File: src/rtl/int_handler_pkg.sv
// Shared state encodings, output codes and the Moore output decode for the interrupt-handler FSM.
package int_handler_pkg;

    localparam int STATE_W = 3;

    localparam logic [STATE_W-1:0] S_INIT   = 3'd0;
    localparam logic [STATE_W-1:0] S_WAIT   = 3'd1;
    localparam logic [STATE_W-1:0] S_ENIN   = 3'd2;
    localparam logic [STATE_W-1:0] S_ENIN_W = 3'd3;
    localparam logic [STATE_W-1:0] S_INTR   = 3'd4;
    localparam logic [STATE_W-1:0] S_INTR_1 = 3'd5;
    localparam logic [STATE_W-1:0] S_INTR_W = 3'd6;

    localparam logic [1:0] CC_MUX_IDLE = 2'b01;
    localparam logic [1:0] CC_MUX_EN   = 2'b11;
    localparam logic [1:0] CC_MUX_INT  = 2'b10;

    localparam logic [1:0] USCITE_NONE = 2'b00;
    localparam logic [1:0] USCITE_HOLD = 2'b01;
    localparam logic [1:0] USCITE_INT1 = 2'b10;
    localparam logic [1:0] USCITE_INTW = 2'b11;

    typedef struct packed {
        logic [1:0] cc_mux;
        logic [1:0] uscite;
        logic       enable_count;
        logic       ackout;
    } ctrl_t;

    // Unused code 7 decodes like INIT so the outputs stay sane until the FSM recovers.
    function automatic ctrl_t decode_ctrl(input logic [STATE_W-1:0] s);
        ctrl_t c;
        c = '{CC_MUX_IDLE, USCITE_NONE, 1'b1, 1'b0};
        case (s)
            S_ENIN:   c = '{CC_MUX_EN,  USCITE_NONE, 1'b0, 1'b1};
            S_ENIN_W: c = '{CC_MUX_EN,  USCITE_HOLD, 1'b0, 1'b1};
            S_INTR:   c = '{CC_MUX_INT, USCITE_HOLD, 1'b0, 1'b0};
            S_INTR_1: c = '{CC_MUX_INT, USCITE_INT1, 1'b0, 1'b0};
            S_INTR_W: c = '{CC_MUX_INT, USCITE_INTW, 1'b0, 1'b1};
            default:  c = '{CC_MUX_IDLE, USCITE_NONE, 1'b1, 1'b0};
        endcase
        return c;
    endfunction

endpackage

File: src/rtl/int_handler_fsm_if.sv
// Request/control bundle between the datapath and the interrupt-handler FSM.
// INT_HANDLER_OBS_EN adds the state_o / intr_cnt observation signals.
interface int_handler_fsm_if;
    import int_handler_pkg::*;

    logic             eql;
    logic             cont_eql;
    logic [1:0]       cc_mux;
    logic [1:0]       uscite;
    logic             enable_count;
    logic             ackout;
`ifdef INT_HANDLER_OBS_EN
    logic [STATE_W-1:0] state_o;
    logic [7:0]         intr_cnt;

    modport master (output eql, cont_eql,
                    input  cc_mux, uscite, enable_count, ackout, state_o, intr_cnt);
    modport slave  (input  eql, cont_eql,
                    output cc_mux, uscite, enable_count, ackout, state_o, intr_cnt);
`else
    modport master (output eql, cont_eql,
                    input  cc_mux, uscite, enable_count, ackout);
    modport slave  (input  eql, cont_eql,
                    output cc_mux, uscite, enable_count, ackout);
`endif

endinterface

File: src/rtl/int_timeout_cnt.sv
// WAIT-window counter: clears whenever clr is high, counts while run is high, flags cnt==TIMEOUT-1.
// Holds at the terminal value so it can never wrap, even for TIMEOUT=2**CNT_W.
module int_timeout_cnt #(
    parameter int CNT_W   = 4,
    parameter int TIMEOUT = 4
) (
    input  logic clock,
    input  logic reset,
    input  logic run,
    input  logic clr,
    output logic tmo
);

    localparam logic [CNT_W-1:0] LAST = CNT_W'(TIMEOUT - 1);

    logic [CNT_W-1:0] cnt;

    always_ff @(posedge clock or posedge reset) begin
        if (reset) begin
            cnt <= '0;
        end else if (clr) begin
            cnt <= '0;
        end else if (run && !tmo) begin
            cnt <= cnt + CNT_W'(1);
        end
    end

    assign tmo = (cnt == LAST);

endmodule

File: src/rtl/int_handler_fsm.sv
// Interrupt-handler controller: state register, WAIT timeout and Moore decode of cc_mux/uscite/enable_count/ackout.
// INT_HANDLER_OBS_EN exposes the state register and a saturating count of INTR entries.
module int_handler_fsm
    import int_handler_pkg::*;
#(
    parameter int TIMEOUT = 4,
    parameter int CNT_W   = 4
) (
    input  logic               clock,
    input  logic               reset,
    int_handler_fsm_if.slave   bus
);

    logic [STATE_W-1:0] state;
    logic [STATE_W-1:0] state_nxt;
    logic               in_wait;
    logic               tmo;
    ctrl_t              ctrl;

    assign in_wait = (state == S_WAIT);

    int_timeout_cnt #(
        .CNT_W   (CNT_W),
        .TIMEOUT (TIMEOUT)
    ) u_timeout_cnt (
        .clock (clock),
        .reset (reset),
        .run   (in_wait),
        .clr   (!in_wait),
        .tmo   (tmo)
    );

    always_comb begin
        state_nxt = S_INIT;
        case (state)
            S_INIT:   state_nxt = S_WAIT;
            // eql beats a simultaneous timeout.
            S_WAIT:   state_nxt = bus.eql ? S_ENIN : (tmo ? S_INTR : S_WAIT);
            S_ENIN:   state_nxt = bus.eql ? S_ENIN_W : S_INTR;
            S_ENIN_W: state_nxt = bus.cont_eql ? S_ENIN_W : S_WAIT;
            S_INTR:   state_nxt = bus.cont_eql ? S_INTR_1 : S_INTR_W;
            S_INTR_1: state_nxt = S_INTR_W;
            S_INTR_W: state_nxt = bus.eql ? S_WAIT : S_INTR_W;
            default:  state_nxt = S_INIT;
        endcase
    end

    always_ff @(posedge clock or posedge reset) begin
        if (reset) begin
            state <= S_INIT;
        end else begin
            state <= state_nxt;
        end
    end

    assign ctrl             = decode_ctrl(state);
    assign bus.cc_mux       = ctrl.cc_mux;
    assign bus.uscite       = ctrl.uscite;
    assign bus.enable_count = ctrl.enable_count;
    assign bus.ackout       = ctrl.ackout;

`ifdef INT_HANDLER_OBS_EN
    logic [7:0] intr_cnt;
    logic       intr_entry;

    assign intr_entry = (state_nxt == S_INTR) && (state == S_WAIT || state == S_ENIN);

    always_ff @(posedge clock or posedge reset) begin
        if (reset) begin
            intr_cnt <= 8'd0;
        end else if (intr_entry && intr_cnt != 8'hFF) begin
            intr_cnt <= intr_cnt + 8'd1;
        end
    end

    assign bus.state_o  = state;
    assign bus.intr_cnt = intr_cnt;
`endif

endmodule
File: src/flat_wrapper.sv
// flat-port wrapper written by rule: the top's interface ports become plain ports
module int_handler_fsm_flat import int_handler_pkg::*;
#(
    parameter int TIMEOUT = 4,
    parameter int CNT_W   = 4
)
  (clock, reset, bus_eql, bus_cont_eql, bus_cc_mux, bus_uscite, bus_enable_count, bus_ackout);
  int_handler_fsm_if bus_i ();
  input  logic clock;
  input  logic reset;
  input wire logic [$bits(bus_i.eql)-1:0] bus_eql;
  input wire logic [$bits(bus_i.cont_eql)-1:0] bus_cont_eql;
  output wire logic [$bits(bus_i.cc_mux)-1:0] bus_cc_mux;
  output wire logic [$bits(bus_i.uscite)-1:0] bus_uscite;
  output wire logic [$bits(bus_i.enable_count)-1:0] bus_enable_count;
  output wire logic [$bits(bus_i.ackout)-1:0] bus_ackout;
  assign bus_i.eql = bus_eql;
  assign bus_i.cont_eql = bus_cont_eql;
  assign bus_cc_mux = bus_i.cc_mux;
  assign bus_uscite = bus_i.uscite;
  assign bus_enable_count = bus_i.enable_count;
  assign bus_ackout = bus_i.ackout;
  int_handler_fsm #(.TIMEOUT(TIMEOUT), .CNT_W(CNT_W)) u_core (.clock(clock), .reset(reset), .bus(bus_i));
endmodule
File: config.mk
export PLATFORM = sky130hd
export DESIGN_NAME = int_handler_fsm_flat
export DESIGN_NICKNAME = d
export VERILOG_FILES = /design/src/rtl/int_handler_pkg.sv /design/src/rtl/int_handler_fsm_if.sv /design/src/rtl/int_timeout_cnt.sv /design/src/rtl/int_handler_fsm.sv /design/src/flat_wrapper.sv
export SDC_FILE = /design/constraint.sdc
export NUM_CORES = 1
export LEC_CHECK = 0
export CORE_AREA = 2 2 39 41
export DETAILED_ROUTE_END_ITERATION = 6
export DIE_AREA = 0 0 41 43
export GPL_ROUTABILITY_DRIVEN = 0
export PLACE_DENSITY = 0.62
export SETUP_SLACK_MARGIN = 0.2
export SLEW_MARGIN = 5
export SYNTH_ARGS = -nofsm -noshare
export SYNTH_HDL_FRONTEND = slang
export SYNTH_HIERARCHICAL = 1
export SYNTH_SLANG_ARGS = --single-unit
export TNS_END_PERCENT = 50
File: constraint.sdc
create_clock -name clock -period 1.4 [get_ports clock]
set_input_delay 0.28 -clock clock [delete_from_list [all_inputs] [get_ports clock]]
set_output_delay 0.28 -clock clock [all_outputs]
set_load 0.02 [all_outputs]
; Word level (Yosys, flattened, before mapping)
; Index checks and enable logic that the tools add are counted.
[word_totals]
regBits = 7
latch_bits = 0
ram_bits = 0
rom_bits = 0
out_inout_bits = 6
word_cells = 24
mem_count = 0
[classes]
add_sub_neg = 1
mul = 0
n_div = 0
order_cmp = 0
eq_ne = 8
shifts = 0
mux = 10
n_bitwise = 0
n_reduce_logical = 3
[ops]
columns = op, n
row1 = $pmux W6 S5, 1
row2 = $pmux W3 S7, 1
row3 = $mux W3, 4
row4 = $eq A3 B3 Y1 const B, 3
row5 = $mux W4, 2
row6 = $eq A3 B2 Y1 const B, 2
row7 = $add A4 B1 Y4 const B, 1
row8 = $eq A4 B2 Y1 const B, 1
row9 = $mux W2, 2
row10 = $eq A3 B1 Y1 const B, 1
row11 = $logic_not A3 Y1, 1
row12 = $ne A2 B1 Y1 const B, 1
row13 = $logic_and A1 B1 Y1, 1
row14 = $logic_not A1 Y1, 1

; Logic depth before layout (Yosys ltp)
; Gate-level depths: netlist of the first run.
[logic_depth]
depth_word = 5
mapped_depth = 6

; By module
; Netlist of the first run, hierarchy kept.
[modules_own_cells]
columns = mod, n_inst, cells_each, area_each_um2, seq_area_each_um2
row1 = int_handler_fsm, 1, 33, 272.8, 75.1
row2 = int_timeout_cnt, 1, 21, 225.2, 100.1

; Worst setup path before layout of the first run
; Ideal clock, no wire load.
[synth_timing]
path_kind = register to register
startpoint = register u_core.state[1]
endpoint = register u_core.u_timeout_cnt.cnt[0]
setup_ns = 0.125
arrival_ns = 1.275
required_ns = 1.275
setup_slack_ns = 0.000
path_stages_with_launch = 6
n_path_buf = 0
period_less_slack_ns = 1.400
cell_sequence = dfrtp_1 -> and2b_1 -> nand2b_1 -> inv_1 -> nor2b_2 -> mux2_4
[synth_via]
elab_chain_len = 3
[synth_rtl]
columns = element, line_no
row1 = start: declaration, int_handler_fsm.sv:14  ; logic [STATE_W-1:0] state;
row2 = start signal: assignment, int_handler_fsm.sv:52  ; state <= state_nxt;
row3 = $eq A3 B1 Y1 (*), int_handler_fsm.sv:20  ; assign in_wait = (state == S_WAIT);
row4 = via u_core.in_wait, int_handler_fsm.sv:16  ; logic in_wait;
row5 = $logic_and A1 B1 Y1, int_timeout_cnt.sv:23  ; end else if (run && !tmo) begin
row6 = $ne A2 B1 Y1 (no source line), --
row7 = end signal: assignment, int_timeout_cnt.sv:24  ; cnt <= cnt + CNT_W'(1);
row8 = end: declaration, int_timeout_cnt.sv:16  ; logic [CNT_W-1:0] cnt;
; The timed path passes the listed nets; every way through them passes the cells marked *.
; A chain may end at the register's enable or synchronous reset.

; Final worst setup path of the first run
[layout_timing]
startpoint = register u_core.state[1]
endpoint = output port bus_uscite[1]
[layout_via]
elab_chain_len = 2
[layout_rtl]
columns = element, line_no
row1 = $eq A3 B3 Y1 / $eq A3 B2 Y1 (equally long branches), int_handler_pkg.sv:34  ; case (s)
row2 = $pmux W6 S5 (*), int_handler_pkg.sv:34
row3 = end: declaration, flat_wrapper.sv:14  ; output wire logic [$bits(bus_i.uscite)-1:0] bus_uscite;
; Mark *: on every way between the ends. The rest lies on a longest branch, timed or not.

==> results of run 1 <==
## registers in the layout, indices dropped and copies added (netlist names)
name,cells
u_core/state,3
u_core/u_timeout_cnt/cnt,4
## cell usage after synthesis
cell / instances
buf_4: 1
nand2b_4: 1
nand2b_1: 3
and2b_1: 1
a21oi_1: 2
xor2_1: 1
nand4_1: 1
a221oi_2: 1
nor2_1: 4
ha_1: 1
mux2_4: 1
nand3_1: 1
nor2b_2: 1
a31oi_1: 1
buf_6: 1
mux2i_1: 3
nor3b_2: 1
a21boi_0: 1
nand4b_1: 1
and3_1: 1
o21ai_0: 3
buf_2: 1
nor2b_1: 2
nand2_1: 5
inv_1: 5
dfrtp_1: 7
o21a_1: 2
mux2_2: 1
## power groups by stage
stage | sequential [mW] | combinational (mW) | clock [mW]
6_report | 0.340 | 1.19 | 0.184
4_1_cts | 0.339 | 1.17 | 0.195
3_5_place_dp | 0.354 | 1.06 | 0
2_1_floorplan | 0.298 | 0.670 | 0
5_1_grt | 0.352 | 1.28 | 0.210
3_3_place_gp | 0.346 | 1.06 | 0
## layer usage
| metal | track usage | up-vias | part of all wire |
|---|---|---|---|
| met5 | 0 | - | 0 |
| met4 | 0.100 | 0 | 0 |
| met3 | 0.0157 | 0 | 0.034 |
| met2 | 0.247 | 8 | 0.53 |
| met1 | 0.160 | 208 | 0.44 |
| li1 | - | 235 | - |
## kinds of logic (layout without fill, tap and decap cells)
| family | after synthesis | count (layout) | share of synthesized area |
|---|---|---|---|
| simple gates | 22 | 22 | 0.269 |
| buf+inv | 8 | 34 | 0.0854 |
| xor+xnor | 1 | 1 | 0.0176 |
| mux | 5 | 5 | 0.113 |
| flops | 7 | 7 | 0.352 |
| compound gates | 10 | 10 | 0.138 |
| fa+ha+maj | 1 | 1 | 0.0251 |
## path summary, 6_finish.rpt
check                      slack [ns]  cells after the start                                      end                                    start
max                             -0.07                      3                            bus_uscite[1]                u_core/state[1]$_DFF_PP0_
max in group asynchronous        0.98                      2  u_core/u_timeout_cnt/cnt[2]$_DFFE_PP0P_                                    reset
min reg2reg                      0.57                      2  u_core/u_timeout_cnt/cnt[1]$_DFFE_PP0P_  u_core/u_timeout_cnt/cnt[1]$_DFFE_PP0P_
max reg2reg                     -0.06                      6  u_core/u_timeout_cnt/cnt[0]$_DFFE_PP0P_                u_core/state[1]$_DFF_PP0_
min                              0.24                      2                u_core/state[1]$_DFF_PP0_                                    reset
min in group clock               0.57                      2  u_core/u_timeout_cnt/cnt[1]$_DFFE_PP0P_  u_core/u_timeout_cnt/cnt[1]$_DFFE_PP0P_
## stage by stage
step	std cells	setup TNS (ns)
finish	96	-0.174
detailed placement	88	-1.20
floorplan	54	0
global route	96	-0.598
global placement	88	-1.10
CTS	95	-0.206
## worst reg2reg max path, stage by stage (launching register included)
cell	delay [ns]
dfrtp_1	0.43
and2b_1	0.23
buf_4	0.13
nand2b_4	0.05
inv_2	0.06
nor2b_4	0.15
mux2_4	0.30
## what timing repair did
action                                  CTS  global route
pin swaps                                 4             4
gates resized for setup                  36             1
setup buffers                             3             1
endpoints found under the setup margin   13            13
## layout make-up
type	instances	area (um^2)	area share
tap	16	20.0	0.0268
timing repair buffer	25	208	0.278
sequential	7	178	0.238
inverter	5	18.8	0.0251
multi-input combinational	39	297	0.397
clock buffer	4	26.3	0.0352
==> results.txt, run 1 <==
The flow ran to the end, but the final reports show violations. The checks that failed: negative setup slack. The number of clock buffers added by TritonCTS is 3.

Setup repair after global routing could not meet its margin everywhere. The setup slack of the critical path after layout is -0.0684 ns, and the post-route fraction of the period consumed by the critical path is 1.05. For the worst setup path, the data arrival time is 1.19 ns. The total of flip-flops plus latches after synthesis is 7, and the die area is 1760 um^2. The total power consumption of the routed design is 1.71 mW.

The fill cell instance count of the final layout was 143. The worst setup path is of the flop to output pin kind. The required arrival time at the worst endpoint was 1.12 ns; the via density per instance was 4.70. Summing over every cut layer, the via total after detailed routing is 451.

After detailed routing, the average wire length per cell comes to 11.3 um. The highest net fanout along the worst path came out at 6. Kind of cell adding the most delay to the critical path: flip-flops. Leaving out fill and tap cells, the most frequent cell in the layout is buf_4. The tools report the overall fraction of global-route tracks in use as 0.147.

Initial antenna violation count: 0. The proportion of total power due to net switching came out at 0.391. For this design the static power due to leakage is 0.364 nW. The die width is 41 um.

The wire-length estimate of the detail-placed layout is 837 um. Hold timing on the final database bottoms out at a slack of 0.235 ns. By area the synthesized netlist is led by dfrtp_1 35%, mux2i_1 6.0%, inv_1 3.8%.

The worst-case IR drop observed on VDD is 0.00127 V. Dividing total power by cell area gives a power density of 2300 nW/um^2. The tools report the starting utilization of the core area as 0.360. Number of max-slew violations in the final report: 0. The worst setup path is captured at an output pin. The number of setup violations in the final report was 5; the transition time at the pin with the least slew margin was 0.347 ns. The proportion of power drawn by flip-flops and latches is 0.199, and the area growth from synthesis to final layout is 50.0%. The tools report the synthesized instance count as 54. Deepest level of the CTS H-tree: 1. TritonCTS built the clock tree. For this block, the routed nets add up to 1.08 mm of wire. The final number of hold-violating endpoints was 0.

The worst min-delay path category was primary input to async pin. Entering global routing, the biggest net connects 7 pins. The die is 43 um tall.

Fraction of power consumed by combinational cells: 0.694. STA classifies the critical path startpoint as a flop. The logs give 0.352 for the sequential fraction of the synthesis area and 8 for the number of violations reported at the end of detailed-routing iteration 0. Count of buffering cells on the critical path with inverters included: 1.

The synthesized area per cell was 9.22 um^2; the delay of the slowest cell on the worst path was 0.42 ns. The cell area reported after detailed placement is 679 um^2. The DRC violations left came out at 0. Cell chosen for the clock root: clkbuf_4. Count of antenna-violating nets left after detailed routing: 0. For this design the total switching power over the nets is 670 uW.

The number of buffers on the longest clock path is 2. The share of layout cells above drive strength 1 was 0.450. Traced cell by cell, the critical path runs through and2b_1 -> o21a_1 -> buf_6.

In this run the count of I/O pins placed on the die edge is 10. The repair_antennas step left the layout with diodes totalling 0. The total number of placement rows came out at 14. The library cell with the largest summed area after synthesis was dfrtp_1. The quantity of hold-fixing buffers added after cts is 0.

The Yosys step of the flow raised 6 warnings. In the final design database the tool counted 86 nets. The clock-pin slew on the worst setup and hold paths was 0.05 ns; the utilization after layout was 0.540.

The highest-delay cell along the critical path is dfrtp_1. Counting every net in the synthesized netlist gives 59. Prior to clock tree synthesis, the placed netlist has a worst setup slack of -0.233 ns. Between clock sinks in the finished design, the worst skew comes to 0.00266 ns. The logs give 0 for the max capacitance violation total and 2 for the number of iterations in the first detailed-routing pass. The tools report the proportion of power drawn by the clock network as 0.107. In the layout the commonest cells are 17 x buf_4, 5 x nand2_1, 5 x dfrtp_1.

In this run the cell area of the synthesized design comes to 498 um^2. The first global-routing pass estimated 1.71 mm of wire. The core box area came out at 1380 um^2.

Global routing finished with a remaining overflow of 0. The fraction of post-synthesis cell area in the top cell type by area was 0.352. The worst path in the final design needs a cycle of 1.47 ns, including I/O delays and setup.

Clock latency on the worst-skew pair: 0.25 ns. The tools report the maximum clock frequency as 681 MHz. The netlist uses 28 different library cells. Worst slew margin relative to its limit: 0.767. The count of buffers added on input and output ports is 9. The clock net sink count came out at 7. The number of global-route vias before repair was 430. The final instance area was 747 um^2; the internal power was 1.04 mW.
Power figures use the tool's default switching activity.
==> inputs of run 2 (changes only) <==
--- a/config.mk
+++ b/config.mk
@@ -11,7 +11,7 @@
 export GPL_ROUTABILITY_DRIVEN = 0
 export PLACE_DENSITY = 0.62
 export SETUP_SLACK_MARGIN = 0.2
-export SLEW_MARGIN = 5
+export SLEW_MARGIN = 15
 export SYNTH_ARGS = -nofsm -noshare
 export SYNTH_HDL_FRONTEND = slang
 export SYNTH_HIERARCHICAL = 1
==> results of run 2 <==
No change in the layout: final DEF, timing and power equal those of run 1.
==> inputs of run 3 (changes only) <==
--- a/config.mk
+++ b/config.mk
@@ -5,6 +5,7 @@
 export SDC_FILE = /design/constraint.sdc
 export NUM_CORES = 1
 export LEC_CHECK = 0
+export CAP_MARGIN = 20
 export CORE_AREA = 2 2 39 41
 export DETAILED_ROUTE_END_ITERATION = 6
 export DIE_AREA = 0 0 41 43
==> results of run 3 <==
No change in the layout: final DEF, timing and power equal those of run 1.
